==> config.mk <==
export PLATFORM = sky130hd
export DESIGN_NAME = alu_arbiter
export DESIGN_NICKNAME = d
export VERILOG_FILES = /design/src/rtl/alu_arbiter_pkg.sv /design/src/rtl/alu_arbiter_rsp_slot.sv /design/src/rtl/alu_arbiter.sv
export SDC_FILE = /design/constraint.sdc
export NUM_CORES = 1
export LEC_CHECK = 0
export BUFFER_PORTS_ARGS = -buffer_cell sky130_fd_sc_hd__buf_2
export CORE_AREA = 2 2 252 254
export DETAILED_ROUTE_END_ITERATION = 7
export DIE_AREA = 0 0 254 256
export GPL_ROUTABILITY_DRIVEN = 1
export MAX_ROUTING_LAYER = met4
export PLACE_DENSITY_LB_ADDON = 0.2
export RECOVER_POWER = 50
export SYNTH_ARGS = -nofsm -noshare
export SYNTH_HDL_FRONTEND = slang
export SYNTH_HIERARCHICAL = 1
export SYNTH_SLANG_ARGS = --single-unit
==> constraint.sdc <==
create_clock -name clk -period 2.3 [get_ports clk]
set_input_delay 0.23 -clock clk [delete_from_list [all_inputs] [get_ports clk]]
set_output_delay 0.23 -clock clk [all_outputs]
set_load 0.02 [all_outputs]
==> src/rtl/alu_arbiter_pkg.sv <==
// Shared definitions for the ALU arbiter: function codes, port ids and the
// legal-operation decode used to flag ops the ALU does not implement.
package alu_arbiter_pkg;

  localparam logic [2:0] F3_ADD_SUB = 3'b000;
  localparam logic [2:0] F3_SLL     = 3'b001;
  localparam logic [2:0] F3_SLT     = 3'b010;
  localparam logic [2:0] F3_SLTU    = 3'b011;
  localparam logic [2:0] F3_XOR     = 3'b100;
  localparam logic [2:0] F3_SRL_SRA = 3'b101;
  localparam logic [2:0] F3_OR      = 3'b110;
  localparam logic [2:0] F3_AND     = 3'b111;

  localparam logic [6:0] F7_BASE = 7'b0000000;
  localparam logic [6:0] F7_ALT  = 7'b0100000;

  typedef enum logic {
    PORT0 = 1'b0,
    PORT1 = 1'b1
  } port_e;

  // Ten implemented ops: every base-encoded funct3, plus SUB and SRA.
  function automatic logic is_legal_op(input logic [2:0] funct3, input logic [6:0] funct7);
    logic legal;
    legal = 1'b0;
    if (funct7 == F7_BASE) begin
      case (funct3)
        F3_ADD_SUB, F3_SLL, F3_SLT, F3_SLTU,
        F3_XOR, F3_SRL_SRA, F3_OR, F3_AND: legal = 1'b1;
        default:                           legal = 1'b0;
      endcase
    end else if (funct7 == F7_ALT) begin
      legal = (funct3 == F3_ADD_SUB) || (funct3 == F3_SRL_SRA);
    end
    return legal;
  endfunction

endpackage

==> src/rtl/alu_arbiter_rsp_slot.sv <==
// One-entry response register with valid/ready handshake and error flag.
// A load in the same cycle as a drain keeps the slot full with the new data.
module alu_rsp_slot #(
  parameter int XLEN = 64
) (
  input  logic            clk,
  input  logic            rst_n,
  input  logic            load,
  input  logic [XLEN-1:0] load_rd,
  input  logic            load_err,
  input  logic            rsp_ready,
  output logic            rsp_valid,
  output logic [XLEN-1:0] rsp_rd,
  output logic            rsp_err
);

  // Fill on load, empty on consumer handshake; data holds while full and stalled.
  always_ff @(posedge clk) begin
    if (!rst_n) begin
      rsp_valid <= 1'b0;
      rsp_rd    <= '0;
      rsp_err   <= 1'b0;
    end else if (load) begin
      rsp_valid <= 1'b1;
      rsp_rd    <= load_rd;
      rsp_err   <= load_err;
    end else if (rsp_valid && rsp_ready) begin
      rsp_valid <= 1'b0;
    end
  end

endmodule

==> src/rtl/alu_arbiter.sv <==
// Round-robin arbiter sharing one combinational ALU between two requesters.
// One op issues per cycle; its result lands in the granted port's response
// slot on the following edge.
module alu_arbiter
  import alu_arbiter_pkg::*;
#(
  parameter int XLEN  = 64,
  parameter int CNT_W = 16
) (
  input  logic             clk,
  input  logic             rst_n,
  input  logic             req0_valid,
  output logic             req0_ready,
  input  logic [2:0]       req0_funct3,
  input  logic [6:0]       req0_funct7,
  input  logic [XLEN-1:0]  req0_rs1,
  input  logic [XLEN-1:0]  req0_rs2,
  output logic             rsp0_valid,
  input  logic             rsp0_ready,
  output logic [XLEN-1:0]  rsp0_rd,
  output logic             rsp0_err,
  input  logic             req1_valid,
  output logic             req1_ready,
  input  logic [2:0]       req1_funct3,
  input  logic [6:0]       req1_funct7,
  input  logic [XLEN-1:0]  req1_rs1,
  input  logic [XLEN-1:0]  req1_rs2,
  output logic             rsp1_valid,
  input  logic             rsp1_ready,
  output logic [XLEN-1:0]  rsp1_rd,
  output logic             rsp1_err,
  output logic [2:0]       alu_funct3,
  output logic [6:0]       alu_funct7,
  output logic [XLEN-1:0]  alu_rs1,
  output logic [XLEN-1:0]  alu_rs2,
  input  logic [XLEN-1:0]  alu_rd,
  output logic [CNT_W-1:0] grant_cnt0,
  output logic [CNT_W-1:0] grant_cnt1
);

  port_e last_grant;
  logic  free0, free1;
  logic  elig0, elig1;
  logic  grant0, grant1;
  logic  issue_err;

  // Ready is computed from slot space and the other port only, so a port's
  // ready never loops back through its own valid.
  always_comb begin
    free0      = !rsp0_valid || rsp0_ready;
    free1      = !rsp1_valid || rsp1_ready;
    elig0      = req0_valid && free0;
    elig1      = req1_valid && free1;
    req0_ready = free0 && (!elig1 || (last_grant == PORT1));
    req1_ready = free1 && (!elig0 || (last_grant == PORT0));
    grant0     = req0_valid && req0_ready;
    grant1     = req1_valid && req1_ready;
  end

  // Steer the granted request onto the ALU; idle cycles present zeros.
  always_comb begin
    alu_funct3 = '0;
    alu_funct7 = '0;
    alu_rs1    = '0;
    alu_rs2    = '0;
    if (grant0) begin
      alu_funct3 = req0_funct3;
      alu_funct7 = req0_funct7;
      alu_rs1    = req0_rs1;
      alu_rs2    = req0_rs2;
    end else if (grant1) begin
      alu_funct3 = req1_funct3;
      alu_funct7 = req1_funct7;
      alu_rs1    = req1_rs1;
      alu_rs2    = req1_rs2;
    end
    issue_err = !is_legal_op(alu_funct3, alu_funct7);
  end

  // Round-robin pointer and saturating per-port grant counters.
  always_ff @(posedge clk) begin
    if (!rst_n) begin
      last_grant <= PORT1;
      grant_cnt0 <= '0;
      grant_cnt1 <= '0;
    end else begin
      if (grant0) begin
        last_grant <= PORT0;
        if (grant_cnt0 != '1) grant_cnt0 <= grant_cnt0 + CNT_W'(1);
      end else if (grant1) begin
        last_grant <= PORT1;
        if (grant_cnt1 != '1) grant_cnt1 <= grant_cnt1 + CNT_W'(1);
      end
    end
  end

  alu_rsp_slot #(.XLEN(XLEN)) u_slot0 (
    .clk       (clk),
    .rst_n     (rst_n),
    .load      (grant0),
    .load_rd   (alu_rd),
    .load_err  (issue_err),
    .rsp_ready (rsp0_ready),
    .rsp_valid (rsp0_valid),
    .rsp_rd    (rsp0_rd),
    .rsp_err   (rsp0_err)
  );

  alu_rsp_slot #(.XLEN(XLEN)) u_slot1 (
    .clk       (clk),
    .rst_n     (rst_n),
    .load      (grant1),
    .load_rd   (alu_rd),
    .load_err  (issue_err),
    .rsp_ready (rsp1_ready),
    .rsp_valid (rsp1_valid),
    .rsp_rd    (rsp1_rd),
    .rsp_err   (rsp1_err)
  );

endmodule

After elaboration in Yosys (flattened, before gate mapping)
Index checks and enable logic that the tools add are counted.
{"block": "word_totals", "output_inout_bits": 304, "romBits": 0, "reg_bits": 165, "mem_count": 0, "in_bits": 346, "latch_bits": 0, "ram_bits": 0}
{"block": "classes", "bitwise_logic": 2, "mul": 0, "n_addsub": 2, "reduce_logical": 25, "n_eq_ne": 4, "order_cmp": 0, "n_div": 0, "n_mux": 16, "shift": 0}
{"op": "64-bit 2-to-1 mux", "count": 4}
{"op": "16-bit by 1-bit adder with 16-bit output (second input constant)", "count": 2}
{"op": "16-bit inequality test (second input constant)", "count": 2}
{"op": "7-bit 2-to-1 mux", "count": 2}
{"op": "1-bit logical AND", "count": 8}
{"op": "1-bit 2-to-1 mux", "count": 8}
{"op": "7-bit by 6-bit == test with 1-bit output (second input constant)", "count": 1}
{"op": "7-bit logical NOT", "count": 1}
{"op": "3-bit 2-to-1 mux", "count": 2}
{"op": "2-bit nonzero test", "count": 3}
{"op": "1-bit logical NOT", "count": 5}
{"op": "1-bit logical OR", "count": 5}
{"op": "3-bit == test (second input constant)", "count": 1}
{"op": "3-bit logical NOT", "count": 1}
{"op": "3-bit AND reduction", "count": 1}
{"op": "1-bit NOT", "count": 2}
{"op": "2-bit AND reduction", "count": 1}

Longest topological paths before layout
Gate-level depths: netlist (run 1).
{"block": "logic_depth", "ltp_word": 14, "depth_mapped": 10, "mapped_depth_nobuf": 8}

Hierarchy
The synthesis (run 1) kept the hierarchy.
{"mod": "alu_rsp_slot", "n_inst": 2, "cells_each": 213, "seq_area_each_um2": 1321.3, "area_each_um2": 2542.4}
{"mod": "alu_arbiter", "n_inst": 1, "cells_each": 376, "seq_area_each_um2": 660.6, "area_each_um2": 3050.4}

Worst setup path after synthesis (run 1)
No wires, ideal clock.
{"block": "synth_timing", "kind": "register to register", "start": "register u_slot0.rsp_valid", "end": "register u_slot1.rsp_rd[22]", "t_required_ns": 2.184, "arrival_ns": 2.194, "setup_slack_ns": -0.010, "stages_incl_launch_ff": 11, "n_path_buf": 5, "period_less_slack_ns": 2.310, "path_cell_list": "dfxtp_1 > nor2b_1 > o211ai_1 > inv_1 > clkbuf_1 > clkbuf_1 > buf_4 > buf_12 > buf_12 > mux2i_1 > nor2b_1"}
{"block": "synth_between", "elab_chain_cells": 7}
{"element": "start: declaration", "line": "alu_arbiter_rsp_slot.sv:12", "text": "output logic rsp_valid,"}
{"element": "start signal: assignment", "line": "alu_arbiter_rsp_slot.sv:20", "text": "rsp_valid <= 1'b0;"}
{"element": "start signal: assignment", "line": "alu_arbiter_rsp_slot.sv:24", "text": "rsp_valid <= 1'b1;"}
{"element": "start signal: assignment", "line": "alu_arbiter_rsp_slot.sv:28", "text": "rsp_valid <= 1'b0;"}
{"element": "1-bit logical NOT", "line": "alu_arbiter.sv:50", "text": "free0 = !rsp0_valid || rsp0_ready;"}
{"element": "1-bit logical OR", "line": "alu_arbiter.sv:50"}
{"element": "1-bit logical AND", "line": "alu_arbiter.sv:52", "text": "elig0 = req0_valid && free0;"}
{"element": "1-bit logical NOT", "line": "alu_arbiter.sv:55", "text": "req1_ready = free1 && (!elig0 || (last_grant == PORT0));"}
{"element": "1-bit logical OR", "line": "alu_arbiter.sv:55"}
{"element": "1-bit logical AND", "line": "alu_arbiter.sv:55"}
{"element": "1-bit logical AND", "line": "alu_arbiter.sv:57", "text": "grant1 = req1_valid && req1_ready;"}
{"element": "net grant1", "line": "alu_arbiter.sv:44", "text": "logic grant0, grant1;"}
{"element": "end signal: assignment", "line": "alu_arbiter_rsp_slot.sv:25", "text": "rsp_rd <= load_rd;"}
{"element": "end: declaration", "line": "alu_arbiter_rsp_slot.sv:13", "text": "output logic [XLEN-1:0] rsp_rd,"}
The timed path passes the listed nets, and every way through them passes these cells.
A chain may end at the register's enable or synchronous reset.

Worst setup path in the final report (run 1)
{"block": "layout_timing", "start": "register u_slot1.rsp_valid", "end": "output alu_rs2[50]"}
{"block": "layout_between", "elab_chain_cells": 8, "word_cells_on_any_way": 11}
{"element": "start: declaration", "line": "alu_arbiter_rsp_slot.sv:12"}
{"element": "start signal: assignment", "line": "alu_arbiter_rsp_slot.sv:20"}
{"element": "start signal: assignment", "line": "alu_arbiter_rsp_slot.sv:24"}
{"element": "start signal: assignment", "line": "alu_arbiter_rsp_slot.sv:28"}
{"element": "1-bit logical NOT *", "line": "alu_arbiter.sv:51", "text": "free1 = !rsp1_valid || rsp1_ready;"}
{"element": "1-bit logical OR *", "line": "alu_arbiter.sv:51"}
{"element": "1-bit logical AND", "line": "alu_arbiter.sv:53", "text": "elig1 = req1_valid && free1;"}
{"element": "1-bit logical NOT", "line": "alu_arbiter.sv:54", "text": "req0_ready = free0 && (!elig1 || (last_grant == PORT1));"}
{"element": "1-bit logical OR", "line": "alu_arbiter.sv:54"}
{"element": "1-bit logical AND", "line": "alu_arbiter.sv:54"}
{"element": "1-bit logical AND", "line": "alu_arbiter.sv:56", "text": "grant0 = req0_valid && req0_ready;"}
{"element": "64-bit 2-to-1 mux *", "line": "alu_arbiter.sv:66", "text": "if (grant0) begin"}
{"element": "end: declaration", "line": "alu_arbiter.sv:35", "text": "output logic [XLEN-1:0] alu_rs2,"}
Mark *: on every way between the ends. The rest lies on a longest branch, timed or not.

==> metrics.md, run 1 <==
| Metric | Value |
|---|---|
| Remaining antenna violation count after routing | `0` |
| Die footprint | `between 60000 and 70000 um^2` |
| Clock sink count | `165` |
| Cell taking the most area after synthesis | `dfxtp_1` |
| Cells after DPL | `2260` |
| HP Class | `input port to flop` |
| R2R depth | `12` |
| Slew Limit Fails | `0` |
| Critical Path AT | `2.15 ns` |
| Initial antenna violation count | `89` |
| Vias in the first global route | `9526` |
| Vias/cell | `4.08` |
| Layout Nets | `1823` |
| Crit path capture | `alu_rs2[50]` |
| Tot Pwr | `0.00913 W` |
| Worst setup SP type | `flop` |
| Commonest non-fill, non-tap cell in the layout | `buf_2` |
| IO Port Bufs | `~650` |
| Clk slew on worst S/H paths | `0.07 ns` |
| Final setup vio count | `85` |
| Status | `finished, violations left` |
| RR Endpoint | `u_slot0/rsp_err` |
| Max-slew headroom | `0.650` |
| Asr flop ratio synth | `0` |
| Critical Path Source | `u_slot1/rsp_valid` |
| Core region area | `between 60000 and 70000 um^2` |
| Crit. End Element | `output port` |
| Cts bufs inserted | `17` |
| Total GRT Usage | `0.194` |
| Cell Pwr Density | `roughly 630 nW/um^2` |
| Most frequent cells in the layout | `366 x buf_2, 163 x clkbuf_1, 162 x dfxtp_1` |
| Rows | `92` |
| Non-Filler Instances | `2369` |
| R2R Path Start | `u_slot1/rsp_valid` |
| First-pass DRT Iterations | `5` |
| FF-to-FF setup slack | `0.09 ns` |
| Starting Density | `0.130` |
| Max Cap Viol | `0` |
| CTS H-tree depth | `4` |
| Hold Slack | `0.0507 ns` |
| Mean Syn Cell Area | `10.1 um^2` |
| Critical Path RT | `a little over 2 ns` |
| Area occupied by multi-input gates | `4600 um^2` |
| Io pins | `650` |
| Worst setup margin | `-0.0841 ns` |
| Leakage | `6.30 nW` |
| Final HPWL DP | `51.1 mm` |
| First-pass GRT wire length | `82.7 mm` |
| Layout cells sized above 1 | `0.421` |
| Drt wl/cell | `26.8 um` |
| Min-delay src | `alu_rd[13]` |
| DRC | `0` |
| Peak Freq | `about 420 MHz` |
| Layout area overhead | `78.7%` |
| Syn_nets | `1150` |
| Synth top area cells | `dfxtp_1 41%, mux2i_1 17%, a22o_1 15%` |
| CTS root buf | `clkbuf_16` |
| Total congestion overflow | `0` |
| RSZ-0062 raised after global routing | `yes` |
| Worst vdd ir | `roughly 400 uV` |
| Die width | `254 um` |
| Clk_lat worst skew | `0.46 ns` |
| Clock Tree Buf Depth | `2` |
| Ys Warns | `6` |
| First-iteration detailed-routing DRC count | `486` |
| Final Cycle Share | `1.04` |
| Worst-Margin Slew | `0.526 ns` |
| Minimum clock period | `2.38 ns` |
| Layout fillers | `~7.0k` |
| Total Negative Setup Slacks | `-3.73 ns` |
| Failing checks | `setup timing` |
| Share of the core filled with cells | `0.233` |
| Cells after synthesis | `roughly 800` |
| Top-area cell type share of the netlist area | `0.406` |
| TritonCTS clock tree | `yes` |
| Final Hold Fails | `0` |
| Post-synthesis sequential area ratio | `0.406` |
| Final GP Congestion | `0.959` |
| Clock Skews | `0.0148 ns` |
| Pin count of the biggest net entering global routing | `107` |
| FF+latch count, synth | `~170` |
| Post-Syn Area | `8140 um^2` |
| Number of flops mapped to enable cells by yosys | `0` |
| Register Area | `3310 um^2` |
| Die H | `256 um` |
| Critical path class | `flop to output port` |
| Largest fanout on the critical path | `9` |
| Dominant synthesized flop cell | `dfxtp_1` |
| Synth cell types | `44` |
| WL final | `roughly 63 mm` |
| Via count | `9675` |
## report_power, final
| group | switching (W) | internal, W |
|---|---|---|
| Sequential | 0.000101 | 0.00302 |
| Clock | 0.00132 | 0.00156 |
| Combinational | 0.00169 | 0.00143 |
| Total | 0.00311 | 0.00602 |
## routing by layer
metal  vias to the layer above  track usage  wire length (um)
met4                         0        0.132              4660
met1                      4610        0.190             22400
met5                         -            -                 0
met3                       190       0.0611              4770
met2                       555        0.328             31600
li1                       4320            -                 -
## layout make-up
| cell class | instances | area share |
|---|---|---|
| antenna | 35 | 0.00602 |
| clock buffer | 19 | 0.0312 |
| clock inverter | 13 | 0.00818 |
| inverter | 7 | 0.00404 |
| multi-input combinational | 564 | 0.317 |
| sequential | 165 | 0.227 |
| tap | 846 | 0.0728 |
| timing repair buffer | 716 | 0.330 |
| timing repair inverter | 4 | 0.00370 |
## Yosys cell counts, types with 2 or more instances
cell type / number
buf_12: 10
mux2i_1: 135
o211ai_1: 2
nor2b_1: 135
nor4_1: 12
nand3_1: 14
o21ai_0: 4
o21a_1: 3
buf_4: 6
a211oi_1: 2
nor3_1: 13
xnor2_1: 19
nand2b_1: 6
nand4_1: 6
inv_1: 7
dfxtp_1: 165
nand2_1: 13
buf_2: 3
clkbuf_1: 41
o31ai_1: 2
clkbuf_2: 2
nor2_1: 27
a21oi_1: 9
or4_1: 3
buf_1: 4
and3_1: 3
ha_1: 2
a22o_1: 138
## kinds of logic (layout without fill, tap and decap cells)
logic type	Yosys count	after routing	synth area share
XOR/XNOR	19	19	0.0205
adder cells (fa/ha/maj)	2	2	0.00308
AO/OA/AOI/OAI	167	167	0.174
other	0	35	0
AND/OR/NAND/NOR	241	241	0.173
buffers and inverters	73	759	0.0572
flip-flops	165	165	0.406
multiplexers	135	135	0.166
## stage by stage
| step | area [um^2] | setup WS [ns] |
|---|---|---|
| 2_1_floorplan | 8140 | 0.0374 |
| 3_3_place_gp | 12400 | 0.183 |
| 3_5_place_dp | 12400 | 0.150 |
| 4_1_cts | 14200 | -0.102 |
| 5_1_grt | 14500 | -0.162 |
| 6_report | 14500 | -0.0841 |
## registers in the layout (all words and copies together), names as in the netlist
register / flops
u_slot1/rsp_err: 1
grant_cnt1: 16
u_slot0/rsp_err: 1
u_slot1/rsp_rd: 64
last_grant: 1
u_slot1/rsp_valid: 1
grant_cnt0: 16
u_slot0/rsp_rd: 64
u_slot0/rsp_valid: 1
## worst min path at each step
stage	end	slack [ns]	cells past startpoint
floorplan	grant_cnt1[5]	0.38	2
global placement	u_slot1/rsp_rd[45]	0.49	2
detailed placement	u_slot1/rsp_rd[3]	0.49	2
CTS	u_slot0/rsp_rd[10]	0.003	3
global route	u_slot0/rsp_rd[13]	0.03	3
finish	u_slot1/rsp_rd[13]	0.05	3
## critical path, cell delays in order (launching register included)
cell       delay (ns)
dfxtp_2          0.32
nor2b_4          0.13
o311ai_4         0.31
buf_4            0.18
buf_8            0.13
inv_16           0.07
clkbuf_16        0.17
a22o_1           0.22
buf_2            0.16
## what timing repair did
action | 4_1_cts | 5_1_grt
hold buffers | 1 | 0
gates cloned | 13 | 6
setup buffers | 21 | 2
resized for setup | 231 | 75
endpoints found under the setup margin | 136 | 139
endpoints found under the hold margin | 1 | 0
pin swaps | 56 | 44
Note: power is estimated with default switching activity, not from simulation.
==> run 2: changes to the inputs <==
--- a/config.mk
+++ b/config.mk
@@ -5,11 +5,13 @@
 export SDC_FILE = /design/constraint.sdc
 export NUM_CORES = 1
 export LEC_CHECK = 0
+export ABC_CLOCK_PERIOD_IN_PS = 2300
 export BUFFER_PORTS_ARGS = -buffer_cell sky130_fd_sc_hd__buf_2
-export CORE_AREA = 2 2 252 254
+export CORE_AREA = 5 5 248 250
 export DETAILED_ROUTE_END_ITERATION = 7
-export DIE_AREA = 0 0 254 256
+export DIE_AREA = 0 0 253 255
 export GPL_ROUTABILITY_DRIVEN = 1
+export HOLD_SLACK_MARGIN = 0.1
 export MAX_ROUTING_LAYER = met4
 export PLACE_DENSITY_LB_ADDON = 0.2
 export RECOVER_POWER = 50
==> run 2 against run 1 <==
Against the previous run: the flow still finishes with violations (setup timing); via count down 0.59%; count of clock-buffer cells in the layout rose by 2; critical path depth fell by 1; clock skew is 0.0022 ns higher; sequential cell count stayed put; combinational power rose by 1%; core utilization grew 2.2 points; cell count down 1.1%; critical path type unchanged; critical endpoint is now alu_rs1[48].
==> metrics.md, run 2 (synthesis results as in run 1) <==
| Metric | Value |
|---|---|
| Status | `finished, violations left` |
| Failing checks | `setup timing` |
| Clock Skews | `0.0170 ns` |
| Layout cells sized above 1 | `0.393` |
| Via count | `9618` |
| Critical Path RT | `between 2 and 2.5 ns` |
| DRC | `0` |
| Commonest non-fill, non-tap cell in the layout | `buf_2` |
| Leakage | `between 6 and 7 nW` |
| Area after DPL | `12200 um^2` |
| CTS H-tree depth | `4` |
| Worst Hold Depth | `4` |
| IO Port Bufs | `649` |
| Register Area | `roughly 3300 um^2` |
| Max-slew headroom | `0.400` |
| First-iteration detailed-routing DRC count | `584` |
| Worst path slowest cell | `dfxtp_4` |
| Clk slew on worst S/H paths | `0.07 ns` |
| Non-Filler Instances | `2342` |
| Layout fillers | `6495` |
| Layout Nets | `around 1.9k` |
| Clock Tree Buf Depth | `2` |
| Vias/cell | `4.11` |
| Remaining antenna violation count after routing | `0` |
| Cts bufs inserted | `17` |
| Top delay family on crit path | `buffers and inverters` |
| Most used cell, CP | `buf_6` |
| Slew Limit Fails | `0` |
| Worst setup SP type | `flop` |
| Final GP Congestion | `0.915` |
| Worst setup margin | `-0.164 ns` |
| Core region area | `58800 um^2` |
| Crit-path cells | `buf_6 > o311ai_4 > buf_12 > clkinv_16 > buf_16 > a22o_1 > buf_6` |
| Starting Density | `0.138` |
| Min-delay src | `req0_valid` |
| Most frequent cells in the layout | `377 x buf_2, 166 x clkbuf_1, 162 x dfxtp_1` |
| Critical path class | `flop to output port` |
| Worst path depth | `7` |
| Top Registers | `u_slot0/rsp_rd x64, u_slot1/rsp_rd x64` |
| Pin count of the biggest net entering global routing | `around 150` |
| Vias in the first global route | `9566` |
| CTS root buf | `clkbuf_16` |
| Worst path bufs/invs | `5` |
| Total congestion overflow | `0` |
| Peak Freq | `406 MHz` |
| Die H | `about 260 um` |
| RR Endpoint | `u_slot0/rsp_err` |
| Final Cycle Share | `1.07` |
| Clock sink count | `165` |
| TritonCTS clock tree | `yes` |
| Worst vdd ir | `577 uV` |
| Total GRT Usage | `0.159` |
| Layout area overhead | `84.1%` |
| RSZ-0062 raised after global routing | `yes` |
| Drt wl/cell | `roughly 24 um` |
| Share of the core filled with cells | `0.255` |
| Die width | `~250 um` |
| First-pass GRT wire length | `~71 mm` |
| Initial antenna violation count | `40` |
| Tot Pwr | `0.00922 W` |
| R2R depth | `11` |
| Worst-Margin Slew | `roughly 0.9 ns` |
| Cell Pwr Density | `616 nW/um^2` |
| Cells after DPL | `around 2.2k` |
| Clk_lat worst skew | `approximately 0.48 ns` |
| Final Hold Fails | `0` |
| WL final | `about 56 mm` |
| Crit. End Element | `output port` |
| Area occupied by multi-input gates | `4520 um^2` |
| Critical Path Source | `last_grant` |
| Io pins | `650` |
| HP Class | `input port to flop` |
| FF-to-FF setup slack | `~0.10 ns` |
| Final setup vio count | `138` |
| Rows | `between 80 and 90` |
| Final HPWL DP | `42.0 mm` |
| Max Cap Viol | `0` |
| First-pass DRT Iterations | `5` |
| Minimum clock period | `around 2.5 ns` |
| Critical Path AT | `2.23 ns` |
| Final Cell Area | `~15000 um^2` |
| R2R Path Start | `last_grant` |
| Die footprint | `roughly 65000 um^2` |
| Max incr delay on CP | `0.34 ns` |
| Crit path capture | `alu_rs1[48]` |
| Largest fanout on the critical path | `24` |
-- run 2: cell count changes in the layout (fill, tap and decap cells not counted), moves of 10 or more --
cell and delta:
dlygate4sd3_1 +66, diode_2 -13, buf_2 +11, buf_4 -11, a22o_1 +10, a22o_4 -10
-- run 2: metal layers --
metal,up-vias,part of all wire,global-route usage
li1,4434,-,-
met1,4618,0.40,0.182
met2,472,0.49,0.256
met3,94,0.065,0.0467
met4,0,0.039,0.0776
met5,-,0,-
-- run 2: layout make-up --
class | instances | share of cell area
clock buffers | 21 | 0.0301
clock inverters | 9 | 0.00869
diodes | 22 | 0.00368
repair buffers | 779 | 0.363
well taps | 773 | 0.0646
inverters | 7 | 0.00401
flip-flops and latches | 165 | 0.221
repair inverters | 2 | 0.00309
multi-input cells | 564 | 0.302
-- run 2: how the worst min path moves through the flow --
stage,to,slack (ns)
final,last_grant,0.18
after global routing,last_grant,0.21
after CTS,last_grant,0.12
after detailed placement,u_slot0/rsp_rd[32],0.50
after global placement,u_slot1/rsp_rd[44],0.49
after floorplan,grant_cnt1[5],0.38
-- run 2: stage by stage --
| step | hold WS, ns | setup slack [ns] | setup TNS [ns] |
|---|---|---|---|
| after CTS | 0.117 | -0.205 | -18.44 |
| final | 0.181 | -0.164 | -12.16 |
| after floorplan | 0.382 | 0.0374 | 0 |
| after detailed placement | 0.498 | 0.115 | 0 |
| after global routing | 0.207 | -0.217 | -22.76 |
| after global placement | 0.494 | 0.127 | 0 |
-- run 2: worst reg2reg max path, stage by stage, from the launching register on --
cell	delay (ns)
dfxtp_4	0.34
buf_6	0.11
o311ai_4	0.31
buf_12	0.22
buf_8	0.17
inv_12	0.07
a22o_4	0.27
xnor2_2	0.14
a21oi_2	0.19
buf_4	0.14
mux2i_1	0.06
nor2b_1	0.12
-- run 2: power by group --
part | total [W] | switching [W] | internal (W) | leakage [nW]
clock network | 0.00294 | 0.00123 | 0.00172 | 0.283
registers | 0.00312 | 0.0000974 | 0.00303 | 1.35
logic | 0.00316 | 0.00168 | 0.00148 | 4.86
-- run 2: timing repair --
item / 4_1_cts / 5_1_grt
hold buffers: 67 / 0
cloned: 9 / 14
resized for setup: 152 / 135
setup buffers: 10 / 11
endpoints found under the hold margin: 131 / 0
pin swaps: 7 / 38
setup endpoints to repair: 135 / 140
==> run 3: changes to the inputs <==
--- a/config.mk
+++ b/config.mk
@@ -5,11 +5,12 @@
 export SDC_FILE = /design/constraint.sdc
 export NUM_CORES = 1
 export LEC_CHECK = 0
+export ABC_AREA = 1
 export ABC_CLOCK_PERIOD_IN_PS = 2300
 export BUFFER_PORTS_ARGS = -buffer_cell sky130_fd_sc_hd__buf_2
-export CORE_AREA = 5 5 248 250
+export CORE_AREA = 5 5 247 249
 export DETAILED_ROUTE_END_ITERATION = 7
-export DIE_AREA = 0 0 253 255
+export DIE_AREA = 0 0 252 254
 export GPL_ROUTABILITY_DRIVEN = 1
 export HOLD_SLACK_MARGIN = 0.1
 export MAX_ROUTING_LAYER = met4
==> run 3 against run 2 <==
Against the previous run: the run now ends clean; first-iteration DRC count down 1.9%; count of clock-buffer cells in the layout down 2; cell area down 7.9%; largest power group is now sequential cells.
==> metrics.md, run 3 <==
| Metric | Value |
|---|---|
| Final Hold Fails | `0` |
| First-pass DRT Iterations | `5` |
| Dominant synthesized flop cell | `dfxtp_1` |
| Initial antenna violation count | `87` |
| Status | `finished clean` |
| First-iteration detailed-routing DRC count | `573` |
| Top-area cell type share of the netlist area | `0.409` |
| Clock sink count | `roughly 170` |
| First-pass GRT wire length | `88.5 mm` |
| Clock Tree Buf Depth | `2` |
| HP Class | `input port to flop` |
| Core region area | `58500 um^2` |
| Largest fanout on the critical path | `14` |
| Clock power share | `0.332` |
| TritonCTS clock tree | `yes` |
| Post-Synth XOR/XNOR Area | `0.0174` |
| Post-synthesis sequential area ratio | `0.409` |
| Cell taking the most area after synthesis | `dfxtp_1` |
| Final Cycle Share | `0.961` |
| Cells after DPL | `approximately 2.5k` |
| Max incr delay on CP | `0.33 ns` |
| Asr flop ratio synth | `0` |
| WL final | `68.4 mm` |
| Commonest non-fill, non-tap cell in the layout | `buf_2` |
| Vias/cell | `approximately 4.2` |
| Compound-cell area share of the yosys netlist | `0.251` |
| Crit. End Element | `output port` |
| NetSw | `0.00342 W` |
| Final Cell Area | `13800 um^2` |
| Layout area overhead | `70.8%` |
| Total congestion overflow | `0` |
| Layout cells sized above 1 | `0.365` |
| Cts bufs inserted | `17` |
| Slew Limit Fails | `0` |
| Top Registers | `u_slot0/rsp_rd x64, u_slot1/rsp_rd x64` |
| FF+latch count, synth | `165` |
| Vias in the first global route | `roughly 10k` |
| Cell Pwr Density | `663 nW/um^2` |
| Max Cap Viol | `0` |
| Largest family of logic cells by synthesized area | `compound AO/OA/AOI/OAI gates` |
| Worst vdd ir | `between 500 and 600 uV` |
| Simple-Gate Fraction of Synth Area | `0.235` |
| Clock Skews | `~0.013 ns` |
| Clk_lat worst skew | `0.46 ns` |
| Rows | `89` |
| Flop pwr share | `0.349` |
| Mux cell area share after synthesis | `0` |
| Int Pwr | `~0.0057 W` |
| Final HPWL DP | `approximately 57 mm` |
| Worst setup SP type | `flop` |
| RSZ-0062 raised after global routing | `yes` |
| Io pins | `650` |
| Synth cell types | `34` |
| Top cells by count, synth | `284 x nor2_1, 165 x dfxtp_1, 129 x a22o_1, 126 x o21ai_0, 114 x nand2_1` |
| Worst path depth | `7` |
| Synth top area cells | `dfxtp_1 41%, a22o_1 14%, nor2_1 13%` |
| DRC | `0` |
| CTS root buf | `clkbuf_16` |
| R2R depth | `13` |
| Die footprint | `64000 um^2` |
| Post-Syn Area | `approximately 8100 um^2` |
| Final setup vio count | `0` |
| Sw Share | `0.373` |
| Die H | `254 um` |
| Cells after synthesis | `1076` |
| IO Port Bufs | `649` |
| Worst Hold Depth | `3` |
| Mean Syn Cell Area | `around 7.5 um^2` |
| Hold Slack | `0.168 ns` |
| Worst path bufs/invs | `3` |
| Critical Path AT | `roughly 2.0 ns` |
| Number of flops mapped to enable cells by yosys | `0` |
| Area after DPL | `12300 um^2` |
| Clk slew on worst S/H paths | `0.07 ns` |
| Adder-cell share of the synthesized area | `0.00310` |
| Max-slew headroom | `0.686` |
| Pin count of the biggest net entering global routing | `96` |
| Die width | `252 um` |
| Worst-Margin Slew | `0.473 ns` |
| Minimum clock period | `roughly 2.2 ns` |
| Starting Density | `0.138` |
| Worst path slowest cell | `dfxtp_1` |
| Remaining antenna violation count after routing | `0` |
| CTS H-tree depth | `4` |
| Top delay family on crit path | `buffers and inverters` |
| Crit-path cells | `nor2_1 > nand2_4 > nand3_4 > buf_4 > clkinv_8 > a22o_1 > clkbuf_4` |
| Peak Freq | `roughly 450 MHz` |
| Ys Warns | `6` |
| Layout Nets | `approximately 2.1k` |
| Most frequent cell after synthesis | `nor2_1` |
| Syn_nets | `1424` |
| Via count | `10.9k` |
| Total GRT Usage | `0.206` |
| Critical path class | `flop to output port` |
| Non-Filler Instances | `2600` |
| Final GP Congestion | `1.04` |
| Most frequent cells in the layout | `494 x buf_2, 284 x nor2_1, 163 x dfxtp_1` |
| Drt wl/cell | `between 20 and 30 um` |
| Critical Path RT | `slightly above 2 ns` |
| Logic gate share of total power | `0.319` |
| Leakage | `around 6.6 nW` |
| Layout fillers | `6695` |
## run 3: changes by cell type after synthesis, sizes merged, moves of 6 or more
cell	delta
nor4	-13
inv	+45
o21ai	+137
clkbuf	-20
nand2	+108
xnor2	-15
nor2	+273
mux2i	-135
nor2b	-135
a21oi	+18
xor2	+12
nand2b	-6
a22o	-9
buf	+33
## run 3: per-layer routing
layer | GRT usage | part of all wire | up-vias
met4 | 0.0944 | 0.041 | 0
met2 | 0.361 | 0.52 | 541
met5 | - | 0 | -
met3 | 0.0695 | 0.079 | 147
met1 | 0.208 | 0.36 | 5105
li1 | - | - | 5082
## run 3: worst min-delay path, stage by stage
cell	delay, ns
buf_4	0.21
inv_1	0.10
a21oi_2	0.03
## run 3: kinds of logic after synthesis
family,after synthesis
flops,165
fa+ha+maj,2
simple gates,463
compound gates,299
xor+xnor,16
buf+inv,131
## run 3: layout make-up
| cell class | count | area, um^2 | share of cell area |
|---|---|---|---|
| Tap cell | 773 | 967 | 0.0701 |
| Antenna cell | 36 | 90.1 | 0.00653 |
| Clock inverter | 13 | 154 | 0.0112 |
| Inverter | 52 | 229 | 0.0166 |
| Clock buffer | 19 | 453 | 0.0328 |
| Sequential cell | 165 | 3310 | 0.240 |
| Timing Repair Buffer | 760 | 4410 | 0.319 |
| Timing Repair inverter | 2 | 27.5 | 0.00200 |
| Multi-Input combinational cell | 780 | 4160 | 0.302 |
## run 3: what timing repair did
item,CTS,global route
gates resized for setup,32,20
endpoints found under the hold margin,130,0
hold buffers,66,0
setup buffers,9,1
gates cloned,2,0
endpoints found under the setup margin,135,124
## run 3: power by group through the flow
stage	clock [W]	sequential (W)	combinational, W
finish	0.00304	0.00320	0.00292
global route	0.00326	0.00322	0.00313
CTS	0.00316	0.00319	0.00299
detailed placement	0	0.00325	0.00279
global placement	0	0.00325	0.00280
floorplan	0	0.00351	0.00116
## run 3: path summary, 6_finish.rpt
path / end / startpoint / slack (ns)
worst max-delay path: alu_rs2[24] / last_grant / 0.09
worst min-delay path: u_slot1/rsp_valid / rst_n / 0.17
worst max register to register: u_slot0/rsp_err / last_grant / 0.33
worst min register to register: last_grant / last_grant / 0.49
## run 3: per-stage QoR
step           total power [W]   util  TNS [ns]  setup WS, ns
6_report               0.00915  0.236         0        0.0903
5_1_grt                0.00961  0.236   -0.0106      -0.00562
4_1_cts                0.00934  0.236         0      0.000945
3_5_place_dp           0.00605  0.210    -0.170       -0.0838
3_3_place_gp           0.00605  0.210    -0.121       -0.0658
2_1_floorplan          0.00467      -         0         0.306
